--- config.mk ---
export PLATFORM = sky130hd
export DESIGN_NAME = fifo_reader_flat
export DESIGN_NICKNAME = d
export VERILOG_FILES = /design/src/rtl/fifo_reader_if.sv /design/src/rtl/fifo_reader.sv /design/src/flat_wrapper.sv
export SDC_FILE = /design/constraint.sdc
export NUM_CORES = 1
export LEC_CHECK = 0
export ABC_AREA = 1
export CORE_MARGIN = 10
export CORE_UTILIZATION = 35
export CTS_CLUSTER_DIAMETER = 60
export DETAILED_ROUTE_END_ITERATION = 12
export SYNTH_ARGS = -nofsm -noshare
export SYNTH_HDL_FRONTEND = slang
export SYNTH_SLANG_ARGS = --single-unit
--- constraint.sdc ---
create_clock -name clock -period 3.15 [get_ports clock]
set_input_delay 0.945 -clock clock [delete_from_list [all_inputs] [get_ports clock]]
set_output_delay 0.945 -clock clock [all_outputs]
set_load 0.005 [all_outputs]
--- src/rtl/fifo_reader_if.sv ---
// FIFO read-side bus between the reader and a synchronous-read FIFO.
//   ren    : read strobe from the reader, one-cycle pulse per pop
//   empty  : FIFO empty flag, synchronous to clock
//   rdData : read data, valid on the cycle after ren is sampled high
interface fifo_reader_if #(
  parameter int unsigned DATA_W = 15
);
  logic              ren;
  logic              empty;
  logic [DATA_W-1:0] rdData;

  // Reader side
  modport master (
    output ren,
    input  empty,
    input  rdData
  );

  // FIFO side
  modport slave (
    input  ren,
    output empty,
    output rdData
  );
endinterface

--- src/rtl/fifo_reader.sv ---
// fifo_reader: pops one entry from a FIFO on a debounced-edge button press
// or on a periodic auto tick, and holds the last popped value.
//   clock, reset : system clock, asynchronous active-high reset
//   button       : raw active-low pushbutton (asynchronous), press = falling edge
//   autoEn       : 1 = pop one entry every TICK_DIV cycles
//   fifo         : FIFO read bus (ren out, empty/rdData in)
//   dataHeld     : last popped value
//   heldValid    : at least one pop completed since reset
//   popCount     : completed pops, modulo 256
//   underrun     : one-cycle pulse when a request is rejected on empty
//   busy         : a pop is in flight
module fifo_reader #(
  parameter int unsigned DATA_W   = 15,
  parameter int unsigned TICK_DIV = 50000000
) (
  input  logic              clock,
  input  logic              reset,
  input  logic              button,
  input  logic              autoEn,
  fifo_reader_if.master     fifo,
  output logic [DATA_W-1:0] dataHeld,
  output logic              heldValid,
  output logic [7:0]        popCount,
  output logic              underrun,
  output logic              busy
);

  localparam int unsigned CNT_W = $clog2(TICK_DIV);

  typedef enum logic [1:0] {
    IDLE    = 2'd0,
    REQ     = 2'd1,
    WAIT    = 2'd2,
    CAPTURE = 2'd3
  } state_t;

  state_t           state_q, state_d;
  logic             btn_s1, btn_s2, btn_s3;
  logic             btn_req, auto_req, req;
  logic [CNT_W-1:0] tick_cnt;
  logic             tick_last;
  logic             ren_q, ren_d;
  logic             busy_d, underrun_d, capture;

  // Two-flop synchronizer plus edge register; preset to "released"
  always_ff @(posedge clock or posedge reset) begin
    if (reset) begin
      btn_s1 <= 1'b1;
      btn_s2 <= 1'b1;
      btn_s3 <= 1'b1;
    end else begin
      btn_s1 <= button;
      btn_s2 <= btn_s1;
      btn_s3 <= btn_s2;
    end
  end

  // Press detected when the synchronized level goes 1 -> 0
  assign btn_req = btn_s3 & ~btn_s2;

  // Auto-drain period counter, held at zero while autoEn is low
  assign tick_last = (tick_cnt == CNT_W'(TICK_DIV - 1));

  always_ff @(posedge clock or posedge reset) begin
    if (reset) begin
      tick_cnt <= '0;
    end else if (!autoEn || tick_last) begin
      tick_cnt <= '0;
    end else begin
      tick_cnt <= tick_cnt + CNT_W'(1);
    end
  end

  // Gate with autoEn: the counter clears one edge after autoEn falls
  assign auto_req = autoEn & tick_last;
  assign req      = btn_req | auto_req;

  // Next-state and registered-output decode
  always_comb begin
    state_d    = state_q;
    underrun_d = 1'b0;
    capture    = 1'b0;
    case (state_q)
      IDLE: begin
        if (req) begin
          if (!fifo.empty) state_d    = REQ;
          else             underrun_d = 1'b1;
        end
      end
      REQ:     state_d = WAIT;
      WAIT:    state_d = CAPTURE;
      CAPTURE: begin
        state_d = IDLE;
        capture = 1'b1;
      end
      default: state_d = IDLE;
    endcase
    ren_d  = (state_d == REQ);
    busy_d = (state_d != IDLE);
  end

  // State and output registers
  always_ff @(posedge clock or posedge reset) begin
    if (reset) begin
      state_q   <= IDLE;
      ren_q     <= 1'b0;
      busy      <= 1'b0;
      underrun  <= 1'b0;
      dataHeld  <= '0;
      heldValid <= 1'b0;
      popCount  <= '0;
    end else begin
      state_q  <= state_d;
      ren_q    <= ren_d;
      busy     <= busy_d;
      underrun <= underrun_d;
      if (capture) begin
        dataHeld  <= fifo.rdData;
        heldValid <= 1'b1;
        popCount  <= popCount + 8'd1;
      end
    end
  end

  assign fifo.ren = ren_q;

endmodule

--- src/flat_wrapper.sv ---
// flat-port wrapper written by rule: the top's interface ports become plain ports
module fifo_reader_flat 
#(
  parameter int unsigned DATA_W   = 15,
  parameter int unsigned TICK_DIV = 50000000
)
  (clock, reset, button, autoEn, dataHeld, heldValid, popCount, underrun, busy, fifo_ren, fifo_empty, fifo_rdData);
  fifo_reader_if #(.DATA_W(DATA_W)) fifo_i ();
  input  logic clock;
  input  logic reset;
  input  logic button;
  input  logic autoEn;
  output logic [DATA_W-1:0] dataHeld;
  output logic heldValid;
  output logic [7:0] popCount;
  output logic underrun;
  output logic busy;
  output wire logic [$bits(fifo_i.ren)-1:0] fifo_ren;
  input wire logic [$bits(fifo_i.empty)-1:0] fifo_empty;
  input wire logic [$bits(fifo_i.rdData)-1:0] fifo_rdData;
  assign fifo_ren = fifo_i.ren;
  assign fifo_i.empty = fifo_empty;
  assign fifo_i.rdData = fifo_rdData;
  fifo_reader #(.DATA_W(DATA_W), .TICK_DIV(TICK_DIV)) u_core (.clock(clock), .reset(reset), .button(button), .autoEn(autoEn), .fifo(fifo_i), .dataHeld(dataHeld), .heldValid(heldValid), .popCount(popCount), .underrun(underrun), .busy(busy));
endmodule
**Yosys cells after proc, flatten, opt, wreduce, memory -nomap -nowiden**

Cells that the tools add are included.

- Flip-flop bits (word level): 58
- Bits of input ports: 20
- Output and inout port bits: 27
- Word-level logic and storage cells: 34

- Add/subtract/negate cells: 2
- Equality and inequality tests: 5
- Multiplexer cells: 8
- Bitwise logic cells: 4
- Reductions and logical operators: 4

Operators by type and width:

| cell | number |
|---|---|
| adder 26 x 1 -> 26 bit (second input constant) | 1 |
| equality test 26 bit (second input constant) | 1 |
| two-way mux 26 bit | 1 |
| adder 8 x 1 -> 8 bit (second input constant) | 1 |
| one-hot mux 2 bit (4 select lines) | 1 |
| equality test 2 x 1 -> 1 bit (second input constant) | 2 |
| equality test 2 bit (second input constant) | 2 |
| two-way mux 1 bit | 4 |
| two-way mux 2 bit | 2 |
| AND 1 bit | 2 |
| logical NOT 2 bit | 1 |
| nonzero test 2 bit | 1 |
| logical NOT 1 bit | 1 |
| logical OR 1 bit | 1 |
| inverter 1 bit | 1 |
| OR 1 bit | 1 |

**Logic depth before layout (Yosys ltp)**

Gate-level depths: netlist of the first run.

- Depth after elaboration: 6
- Depth in mapped cells: 11
- Gate-level depth less buffers: 11

**Worst setup path before layout of the first run**

Ideal clock, no wire load.

- Kind: input-to-reg
- Start: in autoEn
- End: reg u_core.busy
- Library setup time: 118 ps
- Arrival time: 1266 ps
- Required time: 3032 ps
- Setup slack: 1766 ps
- Stages on the path: 6
- Path buffers: 0
- Path through: nand3_1 -> nand2_1 -> nand2_1 -> nand2_1 -> nand2_2 -> nand2_1

- Cells in the longest elaborated chain, start to end: 5

Ends and longest elaborated chain:

| what | line | source |
|---|---|---|
| start, declared | flat_wrapper.sv:12 | `input logic autoEn;` |
| AND 1 bit | fifo_reader.sv:75 | `assign auto_req = autoEn & tick_last;` |
| OR 1 bit | fifo_reader.sv:76 | `assign req = btn_req \| auto_req;` |
| two-way mux 2 bit | fifo_reader.sv:85 | `if (req) begin` |
| one-hot mux 2 bit (4 select lines) | fifo_reader.sv:83 | `case (state_q)` |
| nonzero test 2 bit | fifo_reader.sv:99 | `busy_d = (state_d != IDLE);` |
| via u_core.busy_d | fifo_reader.sv:43 | `logic busy_d, underrun_d, capture;` |
| end signal, assigned | fifo_reader.sv:115 | `busy <= busy_d;` |
| end, declared | fifo_reader.sv:25 | `output logic busy` |

The timed path passes the listed nets, and every way through them passes these cells.
A chain may end at the register's enable or synchronous reset.

**Final worst setup path of the first run**

- Start: reg u_core.popCount[0]
- End: out popCount[0]

RTL lines:

| what | line | source |
|---|---|---|
| start, declared | fifo_reader.sv:23 | `output logic [7:0] popCount,` |
| start signal, assigned | fifo_reader.sv:120 | `popCount <= popCount + 8'd1;` |
| end, declared | flat_wrapper.sv:15 | `output logic [7:0] popCount;` |

No word-level cell between the ends.

==> results of run 1 <==
per-stage QoR:
stage | worst slack [ps] | cells
after floorplan | 782 | 332
after global placement | 1140 | 479
after detailed placement | 1130 | 479
after CTS | 892 | 495
after global routing | 833 | 495
final | 913 | 495
sequential cells by signal, indices dropped and copies added, names as in the netlist:
signal	cells
u_core.btn_s3	1
u_core.dataHeld	15
u_core.popCount	8
u_core.heldValid	1
u_core.state_q	2
u_core.underrun	1
u_core.btn_s2	1
u_core.btn_s1	1
u_core.fifo.ren	1
u_core.busy	1
u_core.tick_cnt	26
per-layer routing:
metal	vias to the layer above	part of all wire	global-route usage
met5	-	0	0
met4	0	0.0083	0.0232
met3	6	0.10	0.0708
met2	58	0.44	0.173
met1	1028	0.45	0.136
li1	1130	-	-
worst max-delay path by stage:
stage | start | endpoint | slack [ps]
after floorplan | reset | u_core.busy | 780
after global placement | autoEn | u_core.tick_cnt[18] | 1140
after detailed placement | autoEn | u_core.tick_cnt[18] | 1130
after CTS | u_core.popCount[0] | popCount[0] | 890
after global routing | u_core.popCount[0] | popCount[0] | 830
final | u_core.popCount[0] | popCount[0] | 910
layout by cell type (no fill, tap or decap), types with 2 or more instances in the layout:
master	n
nand2_1	99
dfrtp_1	55
nor2_1	49
clkdlybuf4s50_1	46
inv_1	32
nand3_1	14
xor2_1	11
xnor2_1	10
clkbuf_8	9
nand2_2	7
nor2_2	6
nor3_2	6
nor3_1	6
ha_1	6
inv_2	4
nand4_1	4
buf_4	4
a21oi_1	3
clkinv_4	3
dfstp_2	3
nand3_2	2
or2_2	2
clkinvlp_4	2
power by group:
part	switching, mW	internal [mW]
logic	0.315	0.367
registers	0.101	0.903
clock network	0.318	0.290
total	0.735	1.56
cells by family after synthesis:
kind of cell | share of synthesized area
adders and majority gates | 0.0265
and+or+nand+nor | 0.328
AOI/OAI and AO/OA | 0.00707
buffers and inverters | 0.0597
DFF | 0.514
xor gates and xnor gates | 0.0650
area by class of cell:
class                      instances  area, um2
clock inverter                     7       55.1
clock buffer                       9        124
multi-input combinational        233       1210
inverter                          36        135
timing repair buffer              50        490
tap                              102        128
sequential                        58       1460
fill                             768       4210
==> results.py, run 1 <==
metrics = {
    "status": {
        "status": "completed",
    },
    "placed_design": {
        "place_congestion": 0.888,
        "place.port_buffers": 46,
        "dpl.hpwl_mm": 4.78,
        "dpl-instance-area_um2": 3410,
    },
    "layout": {
        "antenna_cells": 0,
        "syn_to_final_growth_pct": 27.0,
        "postLayoutCellArea_um2": 3590,
        "drive_above_1_share": 0.137,
        "finalCoreUtilization": 0.460,
        "nets": 414,
    },
    "detailed_routing": {
        "detail-route-antenna-nets": 0,
        "firstDrtPassIters": 4,
        "drc": 0,
        "wl_mm": 6.29,
        "wl_per_cell_um": 12.7,
        "drt-initial-drc-count": 42,
        "route.vias.total": 2222,
        "viasPerCell": 4.49,
    },
    "synthesis": {
        "postSynthCellCount": 332,
        "ys_warn_count": 0,
        "synth.most_common_cell": "nand2_1",
        "yosysTopAreaCell": "dfrtp_1",
        "synth_seq_area_share": 0.514,
        "synthesis.nets": 358,
        "yosys_most_used_dff": "dfrtp_1",
        "syn_area_um2": 2830,
        "synth_common_cells": "nand2_1, dfrtp_1, nor2_1, inv_1, nand3_1",
        "async_reset_ff_frac": 1.00,
        "synth-edff-count": 0,
        "yosys.area.top_type_share": 0.486,
        "ys_ff_latch": 58,
        "avgSynthCellArea_um2": 8.52,
        "synthTopCellsByArea": "dfrtp_1, nand2_1, nor2_1",
        "synth.distinct_cells": 28,
    },
    "worst_setup_path": {
        "cp.depth": 1,
        "reg2reg_to": "u_core.tick_cnt[18]",
        "crit_path_cell_trace": "clkdlybuf4s50_1",
        "crit_type": "flop to primary output",
        "r2r-start": "u_core.tick_cnt[0]",
        "crit_buf_inv": 1,
        "worst_path_largest_cell_delay_ps": 540,
        "rrSetupSlack_ps": 1520,
        "worstPathMaxFanout": 4,
        "critPathSlowestCell": "clkdlybuf4s50_1",
        "start_kind": "flop",
        "cpLargestDelayFamily": "buffers and inverters",
        "reg2regPathDepth": 8,
        "worstSetupEndpointType": "primary output",
        "worstPathRequired_ps": 2200,
        "cp.arrival_ps": 1290,
    },
    "grt": {
        "grt_pass1_vias": 2347,
        "grt_antenna_before_repair": 0,
        "grt.overflow.total": 0,
        "track_usage": 0.114,
        "grt_pass1_wl_mm": 11.0,
        "grt_max_degree": 26,
    },
    "floorplan": {
        "core_um2": 7810,
        "num_rows": 32,
        "pin_count": 47,
        "start_util": 0.362,
        "dieWidth_um": 110,
        "die_h_um": 110,
        "dieArea_um2": 12100,
    },
    "timing": {
        "post-route-period-util": 0.710,
        "timing.fmax_ghz": 0.447,
        "min_period_ps": 2240,
        "worstMarginPinSlew_ps": 499,
        "fin_tns_setup_ps": 0,
        "slew_viol_final": 0,
        "hold_ws_ps": 370,
        "hold_viol_final": 0,
        "rsz0062_at_grt": "no",
        "fin_skew_ps": 10.5,
        "relSlewSlack": 0.667,
        "setup_viol": 0,
    },
    "min_path": {
        "hold_path_end": "u_core.btn_s3",
        "min_from": "u_core.btn_s2",
        "hold_depth": 0,
        "hp-class": "flop to flop",
    },
    "clock_tree": {
        "cts_buffers": 9,
        "clock-sinks": 58,
        "cts.path.max_buffers": 2,
        "clk_pin_slew_ps": 80,
        "cts_setup_buffers": 0,
        "cts_tree": "yes",
        "hold_buffers": 0,
        "clock_latency_ps": 330,
        "cts_htree_levels": 3,
        "ctsResizeCount": 0,
        "cts_root_buffer": "clkbuf_8",
    },
    "power_and_ir_drop": {
        "irDropWorstVdd_mv": 0.507,
        "power.total_mw": 2.29,
        "p_per_area_nw_per_um2": 639,
        "power_leakage_nw": 1.61,
    },
    "job": {
        "maxCapViolations": 0,
    },
}
No activity file was read; power rests on OpenSTA's default activity.
==> inputs of run 2 (changes only) <==
- clock period: 3.15 -> 2.2 ns (I/O delays scaled with it)
==> run 2 against run 1 <==
  * Critical path depth is the same
  * Register-to-register slack worse by 930 ps
  * Worst setup slack worse by 680 ps
  * Sequential power grew 44%
  * Count of clock-buffer cells in the layout unchanged
  * Critical endpoint is now popCount[5]
  * Die area unchanged
==> results.py, run 2 (same netlist as run 1, synthesis figures left out) <==
metrics = {
    "placed_design": {
        "place_congestion": 0.878,
        "dpl.hpwl_mm": 4.67,
        "place.port_buffers": 46,
        "dpl-instance-area_um2": 3410,
    },
    "layout": {
        "nets": 412,
        "postLayoutCellArea_um2": 3640,
        "antenna_cells": 0,
        "syn_to_final_growth_pct": 28.6,
        "drive_above_1_share": 0.133,
        "largest_register_ff_count": 26,
        "final_common_cell": "nand2_1",
        "regMostFlops": "u_core.tick_cnt",
        "layout_common_cells": "nand2_1, dfrtp_1, nor2_1, clkdlybuf4s50_1, inv_1",
        "top_regs": "u_core.tick_cnt x26, u_core.dataHeld x15, u_core.popCount x8",
    },
    "timing": {
        "timing.fmax_ghz": 0.508,
        "worstMarginPinSlew_ps": 434,
        "setup_viol": 0,
        "post-route-period-util": 0.894,
        "fin_skew_ps": 13.2,
        "min_period_ps": 1970,
        "hold_viol_final": 0,
        "slew_viol_final": 0,
        "rsz0062_at_grt": "no",
        "fin_tns_setup_ps": 0,
        "relSlewSlack": 0.710,
    },
    "worst_setup_path": {
        "worstPathRequired_ps": 1540,
        "crit_buf_inv": 1,
        "crit_path_cell_trace": "clkdlybuf4s50_1",
        "cp.arrival_ps": 1310,
        "start_kind": "flop",
        "crit_type": "flop to primary output",
        "cpLargestDelayFamily": "buffers and inverters",
        "worst_path_largest_cell_delay_ps": 550,
        "worstSetupEndpointType": "primary output",
        "critPathSlowestCell": "clkdlybuf4s50_1",
        "worstPathMaxFanout": 4,
    },
    "detailed_routing": {
        "firstDrtPassIters": 4,
        "drc": 0,
        "viasPerCell": 4.44,
        "wl_mm": 6.28,
        "drt-initial-drc-count": 68,
        "wl_per_cell_um": 12.7,
        "route.vias.total": 2188,
        "detail-route-antenna-nets": 0,
    },
    "clock_tree": {
        "ctsResizeCount": 0,
        "cts_htree_levels": 3,
        "cts_tree": "yes",
        "cts.path.max_buffers": 2,
        "cts_root_buffer": "clkbuf_8",
        "clock-sinks": 58,
        "clock_latency_ps": 340,
        "cts_setup_buffers": 0,
        "clk_pin_slew_ps": 80,
        "hold_buffers": 0,
        "cts_buffers": 9,
    },
    "floorplan": {
        "dieWidth_um": 110,
        "start_util": 0.362,
        "pin_count": 47,
        "num_rows": 32,
        "die_h_um": 110,
        "dieArea_um2": 12100,
        "core_um2": 7810,
    },
    "grt": {
        "track_usage": 0.114,
        "grt_pass1_vias": 2251,
        "grt.overflow.total": 0,
        "grt_antenna_before_repair": 0,
        "grt_pass1_wl_mm": 10.9,
        "grt_max_degree": 59,
    },
    "min_path": {
        "hp-class": "flop to flop",
    },
    "power_and_ir_drop": {
        "p_per_area_nw_per_um2": 973,
        "power_leakage_nw": 1.63,
        "irDropWorstVdd_mv": 0.718,
    },
    "status": {
        "status": "completed",
    },
    "job": {
        "maxCapViolations": 0,
    },
}
## run 2: changes by cell type in the layout (fill, tap and decap cells not counted)
cell / change
buf_4: -3
bufinv_16: +2
buf_12: +1
clkinv_2: -1
clkinvlp_4: -1
## run 2: layer usage
metal  up-vias  GRT usage  wire, um
li1       1123          -         -
met1      1013      0.141      2870
met2        46      0.164      2730
met3         6     0.0661       619
met4         0     0.0335        59
met5         -          0         0
## run 2: final timing paths
check | from | end | slack (ps) | cells past startpoint
max in group asynchronous | reset | u_core.btn_s3 | 1210 | 3
min in group asynchronous | reset | u_core.dataHeld[5] | 690 | 3
max | u_core.popCount[5] | popCount[5] | 230 | 1
min reg2reg | u_core.btn_s1 | u_core.btn_s2 | 360 | 0
min | u_core.btn_s1 | u_core.btn_s2 | 360 | 0
max reg2reg | u_core.tick_cnt[0] | u_core.tick_cnt[18] | 590 | 9
## run 2: final cells by class
cell class	instances	area [um2]
Clock inverter	7	103
Timing Repair Buffer	48	488
Tap cell	102	128
Multi-Input combinational cell	233	1210
Fill cell	785	4170
Clock buffer	9	124
Sequential cell	58	1460
Inverter	36	135
## run 2: where the power goes
part | leakage, nW | switching, mW | internal, mW
Combinational | 0.765 | 0.457 | 0.529
Sequential | 0.752 | 0.146 | 1.29
Clock | 0.110 | 0.470 | 0.647
Total | 1.63 | 1.07 | 2.47
## run 2: stage by stage
stage / power, mW / cells / hold slack, ps / utilization / setup slack, ps
4_1_cts: 3.61 / 493 / 359 / 0.466 / 211
2_1_floorplan: 1.90 / 332 / 345 / - / 117
3_5_place_dp: 2.46 / 477 / 347 / 0.437 / 464
6_report: 3.54 / 493 / 358 / 0.466 / 232
5_1_grt: 3.80 / 493 / 362 / 0.466 / 165
3_3_place_gp: 2.44 / 477 / 347 / 0.437 / 488
